<file path="config.mk">
export PLATFORM = sky130hd
export DESIGN_NAME = gsim_result_fmt
export DESIGN_NICKNAME = d
export VERILOG_FILES = /design/src/rtl/gsim_result_fmt_pkg.sv /design/src/rtl/q_round_sat.sv /design/src/rtl/gsim_result_fmt.sv
export SDC_FILE = /design/constraint.sdc
export NUM_CORES = 1
export LEC_CHECK = 0
export CAP_MARGIN = 25
export CORE_MARGIN = 4
export CORE_UTILIZATION = 45
export CTS_CLUSTER_SIZE = 16
export DETAILED_ROUTE_END_ITERATION = 8
export SLEW_MARGIN = 20
export SYNTH_ARGS = -nofsm -noshare
export SYNTH_HDL_FRONTEND = slang
export SYNTH_SLANG_ARGS = --single-unit
</file>
<file path="constraint.sdc">
create_clock -name clk -period 2.97 [get_ports clk]
set_input_delay 0.594 -clock clk [delete_from_list [all_inputs] [get_ports clk]]
set_output_delay 0.594 -clock clk [all_outputs]
set_load 0.005 [all_outputs]
</file>
<file path="src/rtl/gsim_result_fmt_pkg.sv">
// Shared definitions for the Gauss-Seidel result formatter: FSM encoding and default frame geometry.
// Latency: n/a (types and constants only).
// Backpressure: n/a.
package gsim_result_fmt_pkg;

   // Default frame geometry; the solver emits Q16.16 words in the same format.
   localparam int GSIM_N     = 16;
   localparam int GSIM_IN_W  = 32;
   localparam int GSIM_FRAC  = 16;
   localparam int GSIM_OUT_W = 16;

   typedef enum logic [1:0] {
      ST_IDLE    = 2'd0,
      ST_CAPTURE = 2'd1,
      ST_DRAIN   = 2'd2,
      ST_DONE    = 2'd3
   } gsim_state_t;

endpackage

</file>
<file path="src/rtl/q_round_sat.sv">
// Round a signed fixed-point word to the nearest integer (ties toward +inf) and clip to OUT_W bits.
// Latency: purely combinational.
// Backpressure: none; the caller decides when the result is captured.
module q_round_sat #(
   parameter int IN_W  = 32,
   parameter int FRAC  = 16,
   parameter int OUT_W = 16
) (
   input  logic [IN_W-1:0]  x_in,
   output logic [OUT_W-1:0] q_val,
   output logic             q_sat
);

   // One extra bit of headroom so adding one half LSB can never wrap.
   localparam logic signed [IN_W:0] HALF =
      {1'b0, {(IN_W-FRAC){1'b0}}, 1'b1, {(FRAC-1){1'b0}}};

   logic signed [IN_W:0] s_sum;
   logic signed [IN_W:0] q_full;
   logic [IN_W-OUT_W+1:0] q_hi;

   assign s_sum  = $signed({x_in[IN_W-1], x_in}) + HALF;
   assign q_full = s_sum >>> FRAC;
   // Bits that must all match the sign for the value to fit in OUT_W.
   assign q_hi   = q_full[IN_W:OUT_W-1];

   // Pass the value through when it fits, otherwise clip to the extreme of its sign.
   always_comb begin
      q_val = q_full[OUT_W-1:0];
      q_sat = 1'b0;
      if (!((&q_hi) || !(|q_hi))) begin
         q_sat = 1'b1;
         if (q_full[IN_W]) begin
            q_val = {1'b1, {(OUT_W-1){1'b0}}};
         end else begin
            q_val = {1'b0, {(OUT_W-1){1'b1}}};
         end
      end
   end

endmodule

</file>
<file path="src/rtl/gsim_result_fmt.sv">
// Capture one N-word frame from the solver, round/saturate each word, then drain it over valid/ready.
// Latency: first word presented N cycles after the first accepted input (gap-free input).
// Backpressure: out_ready low stalls the drain with data held stable; input is never backpressured.
module gsim_result_fmt
   import gsim_result_fmt_pkg::*;
#(
   parameter int N     = GSIM_N,
   parameter int IN_W  = GSIM_IN_W,
   parameter int FRAC  = GSIM_FRAC,
   parameter int OUT_W = GSIM_OUT_W
) (
   input  logic             clk,
   input  logic             reset,
   input  logic             in_valid,
   input  logic [IN_W-1:0]  x_in,
   input  logic             out_ready,
   output logic             out_valid,
   output logic [OUT_W-1:0] out_data,
   output logic [3:0]       out_idx,
   output logic             out_sat,
   output logic             busy,
   output logic             done
);

   localparam logic [3:0] LAST = 4'(N-1);

   gsim_state_t state;
   gsim_state_t state_nxt;

   logic [3:0]       cap_cnt;
   logic [3:0]       rd_ptr;
   logic [3:0]       rd_nxt;
   logic             store_en;
   logic             last_store;
   logic             xfer;
   logic             last_xfer;
   logic [OUT_W-1:0] conv_val;
   logic             conv_sat;
   logic [OUT_W-1:0] data_q;
   logic             sat_q;

   // Each entry keeps the saturation flag alongside the integer value.
   logic [OUT_W:0]   mem [N];

   q_round_sat #(
      .IN_W  (IN_W),
      .FRAC  (FRAC),
      .OUT_W (OUT_W)
   ) u_round (
      .x_in  (x_in),
      .q_val (conv_val),
      .q_sat (conv_sat)
   );

   assign rd_nxt = rd_ptr + 4'd1;

   // State register.
   always_ff @(posedge clk) begin
      if (reset) begin
         state <= ST_IDLE;
      end else begin
         state <= state_nxt;
      end
   end

   // Next-state and datapath strobes; input words after the frame is full are simply not stored.
   always_comb begin
      state_nxt  = state;
      store_en   = 1'b0;
      last_store = 1'b0;
      xfer       = 1'b0;
      last_xfer  = 1'b0;
      case (state)
         ST_IDLE, ST_CAPTURE: begin
            if (in_valid) begin
               store_en = 1'b1;
               if (cap_cnt == LAST) begin
                  last_store = 1'b1;
                  state_nxt  = ST_DRAIN;
               end else begin
                  state_nxt  = ST_CAPTURE;
               end
            end
         end
         ST_DRAIN: begin
            if (out_ready) begin
               xfer = 1'b1;
               if (rd_ptr == LAST) begin
                  last_xfer = 1'b1;
                  state_nxt = ST_DONE;
               end
            end
         end
         ST_DONE: begin
            state_nxt = ST_DONE;
         end
         default: begin
            state_nxt = ST_IDLE;
         end
      endcase
   end

   // Frame buffer: written once per accepted word, contents need no reset.
   always_ff @(posedge clk) begin
      if (store_en) begin
         mem[cap_cnt] <= {conv_sat, conv_val};
      end
   end

   // Counters and output holding register; the head word is preloaded as the frame completes.
   always_ff @(posedge clk) begin
      if (reset) begin
         cap_cnt <= 4'd0;
         rd_ptr  <= 4'd0;
         data_q  <= '0;
         sat_q   <= 1'b0;
      end else begin
         if (store_en) begin
            cap_cnt <= cap_cnt + 4'd1;
         end
         if (last_store) begin
            // A single-word frame has no earlier entry to read back.
            if (cap_cnt == 4'd0) begin
               {sat_q, data_q} <= {conv_sat, conv_val};
            end else begin
               {sat_q, data_q} <= mem[0];
            end
         end
         if (xfer) begin
            rd_ptr <= rd_nxt;
            if (!last_xfer) begin
               {sat_q, data_q} <= mem[rd_nxt];
            end
         end
      end
   end

   assign out_valid = (state == ST_DRAIN);
   assign out_data  = data_q;
   assign out_sat   = sat_q;
   assign out_idx   = rd_ptr;
   assign busy      = (state == ST_CAPTURE) || (state == ST_DRAIN);
   assign done      = (state == ST_DONE);

endmodule

</file>
=== Word-level counts from Yosys, hierarchy flattened ===
Memory sizes are Yosys's and may differ from the RTL's.
Cells that the tools add are included.

* Memories kept: 1
* Input bits: 36
* Word-level logic and storage cells: 54
* Register bits: 27
* Bits in writable memories: 272

{| class="wikitable"
|+ Memories
! name !! depth !! width !! read ports !! clocked after memory_dff !! write ports !! RTL line !! source
|-
| mem || 16 || 17 || 2 || 0 || 1 || gsim_result_fmt.sv:43 || <nowiki>logic [OUT_W:0] mem [N];</nowiki>
|}

* Add/sub/neg operators: 3
* Reductions and logical operators: 9
* Equality and inequality tests: 8
* Mux-type cells: 28

{| class="wikitable"
|+ Operators with widths
! operator !! count
|-
| $mux W16 || 6
|-
| $add A32 B17 Y33 const B || 1
|-
| $mux W1 || 17
|-
| $add A4 B1 Y4 const B || 2
|-
| $eq A4 B4 Y1 const B || 2
|-
| $mux W2 || 4
|-
| $pmux W2 S3 || 1
|-
| $eq A2 B2 Y1 const B || 2
|-
| $logic_not A4 Y1 || 1
|-
| $ne A2 B2 Y1 const B || 2
|-
| $reduce_or A2 Y1 || 2
|-
| $reduce_and A3 Y1 || 1
|-
| $eq A2 B1 Y1 const B || 1
|-
| $logic_not A2 Y1 || 1
|-
| $logic_or A1 B1 Y1 || 2
|-
| $ne A2 B1 Y1 const B || 1
|-
| $reduce_and A2 Y1 || 1
|-
| $logic_not A1 Y1 || 1
|}

=== Depth between registers and ports, before layout ===
Gate-level depths: netlist of run 1.

* Word-level depth: 9
* Gate-level depth with buffers: 9

=== Cells and area by module ===
From an unflattened synthesis of run 1, not the netlist that was laid out.

* Cell total of the unflattened synthesis: 676
* Area total of the unflattened synthesis: 12,837.3 um^2

{| class="wikitable"
|+ By module, submodules not included
! module !! cells each !! instances !! area an instance (um^2)
|-
| gsim_result_fmt || 599 || 1 || 12,313.1
|-
| q_round_sat || 77 || 1 || 524.3
|}

=== Worst setup path before layout of run 1 ===
OpenSTA, ideal clock, no wires.

* Path type: input to register
* Start: input x_in[23]
* End: memory mem[0][0] (netlist name), data pin
* Stages: 7
* Slack: 0.533 ns
* Arrival: 2.160 ns
* Path buffers: 1
* Cell sequence: and3_1 -> nand3_1 -> or4_1 -> buf_2 -> clkinv_1 -> nor2_1 -> nor2_1

* Cells in the longest elaborated chain, start to end: 5
* Elaborated cells between the ends (all ways): 7
* Those cells by class: add/sub (1); mux (2); reduce/logical (4)

{| class="wikitable"
|+ RTL lines
! element !! RTL line !! source
|-
| start, declared || gsim_result_fmt.sv:15 || <nowiki>input logic [IN_W-1:0] x_in,</nowiki>
|-
| $add A32 B17 Y33 (*) || q_round_sat.sv:22 || <nowiki>assign s_sum = $signed({x_in[IN_W-1], x_in}) + HALF;</nowiki>
|-
| $reduce_or A2 Y1 || q_round_sat.sv:31 || <nowiki>if (!((&q_hi) || !(|q_hi))) begin</nowiki>
|-
| $logic_not A1 Y1 || q_round_sat.sv:31 ||
|-
| $logic_or A1 B1 Y1 || q_round_sat.sv:31 ||
|-
| $mux W16 (*) || q_round_sat.sv:31 ||
|-
| named net conv_val[0] || gsim_result_fmt.sv:37 || <nowiki>logic [OUT_W-1:0] conv_val;</nowiki>
|-
| end, declared || gsim_result_fmt.sv:43 ||
|}

Mark *: on every way through the listed nets, which the timed path passes. The rest lies on a longest branch.

=== Worst setup path in the final report of run 1 ===
* Start: input x_in[15]
* End: memory mem[12][3] (netlist name), data pin

The elaborated chain is that of the path after synthesis.

==> impl_metrics.tcl, run 1 <==
set metrics [dict create \
    outcome "finished clean" \
    slew_viol_final 0 \
    ys_seq_area_frac 0.699 \
    grt_max_degree 61 \
    async_flop_share 0 \
    yosysWarnings 0 \
    rsz0062_at_grt "no" \
    postCtsSetupBuffers 0 \
    final_core_util 0.541 \
    clkLatencyLatePin_ns 0.54 \
    setup_viol 0 \
    yosys-top-cells-count "edfxtp_1, mux2i_1, a22oi_1" \
    grt_pass1_vias 7364 \
    ys.flop_type "edfxtp_1" \
    yosysUniqueCellTypes 43 \
    wirelength_microns 29600 \
    io_pins 60 \
    skew_ns 0.00746 \
    synth.top_cell.area_share 0.656 \
    clock-sinks 299 \
    cap_violations 0 \
    synth_top_cell_by_area "edfxtp_1" \
    max_freq_ghz 0.402 \
    yosysMostFrequentCell "edfxtp_1" \
    powerDensity_nw_per_um2 618 \
    start_util 0.459 \
    core_sq_um 27100 \
    tightest_slew_ns 0.714 \
    ctsResizeCount 0 \
    worstPathRequired_ns 3.34 \
    syn_area_sq_um 12500 \
    final_hold_viol_count 0 \
    hold_ws_ns 0.531 \
    dp.cells 1235 \
    nNetsFinal 940 \
    fin_crit_sh 0.837 \
    cp.arrival_ns 2.85 \
    grt_overflow_total 0 \
    cts_tree "yes" \
    crit_type "in -> reg" \
    detail-route-antenna-nets 0 \
    io_buffers 44 \
    synth_top_family_by_area "multiplexers" \
    fin_tns_setup_ns 0 \
    synth-adder-area-share 0.0100 \
    maxSlewHeadroom 0.521 \
    viasPerCell 5.66 \
    syn_nets 849 \
    synth_area_leaders "edfxtp_1, mux2i_1, dfxtp_1, a22oi_1, a2111oi_2" \
    final_cells 1288 \
    cts_max_path_buffers 3 \
    cts_buffers 29 \
    synth_enable_flop_cells 272 \
    synth_compound_area_frac 0.100 \
    vias 7295 \
    cts_hold_buf 0 \
    chipHeight_microns 174 \
    hpwl_microns 17200 \
    netlist_instances 803 \
    synth-seq-cells 299 \
    cp_max_fo 16 \
    path_clk_slew_ns 0.06 \
    drive_gt1_frac 0.148 \
    vdd_drop_max_v 0.000366 \
    fillers 2165 \
    clockRootBuffer "clkbuf_16" \
    cts_max_level 1 \
    leakage_uw 0.00457 \
    endpoint_kind "register" \
    grt_pass1_wl_microns 44200 \
    synthMuxAreaShare 0.109 \
    drt_iter0_markers 691 \
    die_w_microns 174 \
    period_minus_slack_ns 2.49 \
    synthSimpleGateAreaFrac 0.0463 \
    drc 0 \
    rows 60 \
    die_area_sq_um 30400 \
    min_path_type "reg -> reg" \
    gp_congestion 0.823 \
    antenna_found_initial 0 \
    synth-xor-area-share 0.0134 \
    start_kind "input pin" \
    antenna_cells 0 \
    avgSynthCellArea_sq_um 15.5 \
    first_pass_iters 5 \
    track_usage 0.192 \
    syn_to_final_growth_pct 17.8 \
    wl_per_cell_microns 23.0 \
]
[logic make-up after synthesis]
logic type	count (synthesis)
simple gates	117
flops	299
xor+xnor	19
mux	136
buf+inv	54
compound gates	168
fa+ha+maj	10
[stage by stage]
step	total power (uW)	setup WS (ns)	instance area [sq um]
finish	9070	0.484	14700
global placement	5630	0.0539	13800
global route	9380	0.321	14700
floorplan	5320	0.533	12500
CTS	9140	0.511	14700
detailed placement	5670	-0.0545	13800
[sequential cells by signal, summed over array words and instances, names as in the netlist]
register,count
out_data,16
mem,272
cap_cnt,4
out_sat,1
state,2
out_idx,4
[final cells by class]
type / instances / area (sq um) / area share
inverter: 6 / 22.5 / 0.00154
clock buffer: 37 / 756 / 0.0515
timing repair buffer: 108 / 1050 / 0.0713
tap: 372 / 465 / 0.0317
sequential: 299 / 8710 / 0.594
multi-input combinational: 450 / 3520 / 0.240
clock inverter: 16 / 146 / 0.00998
[layer usage]
layer  vias up  GRT usage  share of wire
met1      3684      0.260           0.43
li1       3324          -              -
met2       226      0.324           0.49
met5         -          0              0
met4         0     0.0600          0.026
met3        61     0.0239          0.056
[where the power goes]
group | switching (uW) | internal (uW) | total (uW)
clock | 1450 | 2040 | 3490
combinational | 485 | 353 | 837
sequential | 48.0 | 4690 | 4740
total | 1980 | 7080 | 9070
[worst paths after layout]
check              from          end  slack (ns)  depth (start not counted)
max            x_in[15]   mem[12][3]        0.48                          8
min          cap_cnt[1]   cap_cnt[1]        0.53                          2
max reg2reg    state[0]  out_data[1]        0.61                          9
min reg2reg  cap_cnt[1]   cap_cnt[1]        0.53                          2
[critical path, stage by stage]
cell and delay (ns):
clkdlybuf4s50_1 0.51, ha_1 0.22, nand2_1 0.14, xnor2_1 0.18
or4_1 0.50, buf_4 0.23, a21oi_1 0.21, buf_4 0.26
[placed cells by master (no fill, tap or decap), types with 13 or more instances in the layout]
master | Yosys | routed
mux2i_1 | 136 | 136
and2_1 | 17 | 17
clkdlybuf4s50_1 | 0 | 44
edfxtp_1 | 272 | 272
nor2_1 | 32 | 30
o21ai_0 | 21 | 21
clkbuf_16 | 0 | 29
a2111oi_2 | 17 | 17
nand3_1 | 13 | 13
a22oi_1 | 68 | 68
a21oi_1 | 43 | 43
nand2_1 | 31 | 31
buf_4 | 0 | 54
dfxtp_1 | 27 | 27
Power figures use the tool's default switching activity.
==> inputs of run 2 (changes only) <==
clock period = 2.31 ns   (was 2.97 ns; I/O delays follow)
==> impl_metrics.tcl, run 2 (synthesized netlist as in run 1, its figures left out) <==
set metrics [dict create \
    outcome "finished clean" \
    p_total_uw 12400 \
    regToRegStartpoint "out_idx[1]" \
    final_cell_mix "edfxtp_1, mux2i_1, a22oi_1" \
    clkLatencyLatePin_ns 0.54 \
    viasPerCell 5.59 \
    reg2regPathDepth 7 \
    slew_viol_final 0 \
    cts_max_path_buffers 3 \
    cap_violations 0 \
    hpwl_microns 16500 \
    hold_end "cap_cnt[1]" \
    max_stage_delay_ns 0.50 \
    nNetsFinal 964 \
    drc 0 \
    setup_viol 0 \
    critPathTopFamily "buffers and inverters" \
    antenna_found_initial 0 \
    core_sq_um 27100 \
    largest_register_ffs 272 \
    chipHeight_microns 174 \
    fillers 2095 \
    cp.arrival_ns 1.77 \
    cts_buffers 31 \
    final.setup.worst_slack_ns 0.0828 \
    grt_overflow_total 0 \
    grt_max_degree 46 \
    finalInstanceArea_sq_um 15300 \
    start_kind "register" \
    drt_iter0_markers 529 \
    cts_hold_buf 0 \
    vdd_drop_max_v 0.000574 \
    reg2reg_to "out_data[14]" \
    min_path_type "reg -> reg" \
    largest-register "mem" \
    io_pins 60 \
    maxSlewHeadroom 0.595 \
    io_buffers 44 \
    period_minus_slack_ns 2.23 \
    placed_area_sq_um 14200 \
    reg2reg_slack_ns 0.17 \
    max_freq_ghz 0.449 \
    critPathSlowestCell "clkdlybuf4s50_1" \
    hold_start "cap_cnt[1]" \
    antenna_cells 0 \
    preCtsSetupSlack_ns -0.506 \
    cp_num_buf_inv 3 \
    cp_max_fo 6 \
    leakage_uw 0.00485 \
    final_common_cell "edfxtp_1" \
    final_hold_viol_count 0 \
    detail-route-antenna-nets 0 \
    die_area_sq_um 30400 \
    hold_ws_ns 0.523 \
    die_w_microns 174 \
    drive_gt1_frac 0.185 \
    wirelength_microns 30200 \
    worstPathRequired_ns 1.85 \
    skew_ns 0.0124 \
    path_clk_slew_ns 0.06 \
    wl_per_cell_microns 23.0 \
    fin_crit_sh 0.964 \
    grt_pass1_wl_microns 45000 \
    powerDensity_nw_per_um2 811 \
    tightest_slew_ns 0.607 \
    clockRootBuffer "clkbuf_16" \
    track_usage 0.196 \
    start_util 0.459 \
    grt_pass1_vias 7442 \
    vias 7341 \
    rows 60 \
    cts_tree "yes" \
    holdPathStages 2 \
    cp_cell_sequence "inv_2 -> ha_2 -> buf_4 -> clkdlybuf4s50_1" \
    first_pass_iters 5 \
    cts_max_level 1 \
    clock-sinks 299 \
    gp_congestion 0.735 \
    endpoint_kind "output pin" \
    syn_to_final_growth_pct 23.1 \
    crit_type "reg -> out" \
]
-- run 2: cell types whose count changed in the layout (fill, tap and decap cells not counted), moves of 3 or more --
cell / previous run / this run
bufinv_16: 3 / 6
clkinv_1: 10 / 4
buf_12: 10 / 34
clkbuf_8: 0 / 3
clkinv_2: 3 / 6
-- run 2: timing repair --
action                     CTS  global route
setup buffers                0             0
setup endpoints to repair    1            82
resized for setup            1             6
-- run 2: how the worst max path moves through the flow --
stage                   from           to  slack [ns]  cells past startpoint
floorplan           x_in[23]    mem[0][0]       0.005                      7
global placement    x_in[15]  mem[15][11]       -0.37                      6
detailed placement  x_in[16]  mem[10][11]       -0.51                      6
CTS                 state[1]         busy        0.03                      3
global route        x_in[16]    mem[9][0]      -0.006                     10
finish              state[0]    out_valid        0.08                      4
-- run 2: worst min-delay path, cell delays in order (launching register included) --
cell	delay (ns)
dfxtp_1	0.34
nand2_1	0.07
a21oi_1	0.06
-- run 2: final cells by class --
class	instances	area, sq um	share of cell area
flip-flops and latches	299	8710	0.568
inverters	6	22.5	0.00147
clock inverters	16	229	0.0149
clock buffers	41	843	0.0550
well taps	372	465	0.0304
multi-input cells	450	3540	0.231
repair buffers	130	1510	0.0986
-- run 2: power by group --
part / total, uW / switching [uW] / internal (uW)
clock network: 5150 / 1940 / 3220
logic: 1190 / 651 / 537
registers: 6090 / 57.8 / 6030
-- run 2: stage by stage --
| stage | std cells | TNS (ns) | util |
|---|---|---|---|
| 2_1_floorplan | 803 | 0 | - |
| 3_3_place_gp | 1257 | -78.98 | 0.525 |
| 3_5_place_dp | 1257 | -100.93 | 0.525 |
| 4_1_cts | 1314 | 0 | 0.565 |
| 5_1_grt | 1314 | -0.0617 | 0.565 |
| 6_report | 1314 | 0 | 0.565 |
-- run 2: metal layers --
| layer | share of wire | vias up | track usage |
|---|---|---|---|
| met1 | 0.41 | 3688 | 0.246 |
| met4 | 0.026 | 0 | 0.0617 |
| met3 | 0.054 | 56 | 0.0304 |
| met2 | 0.51 | 213 | 0.349 |
| met5 | 0 | - | 0 |
| li1 | - | 3384 | - |
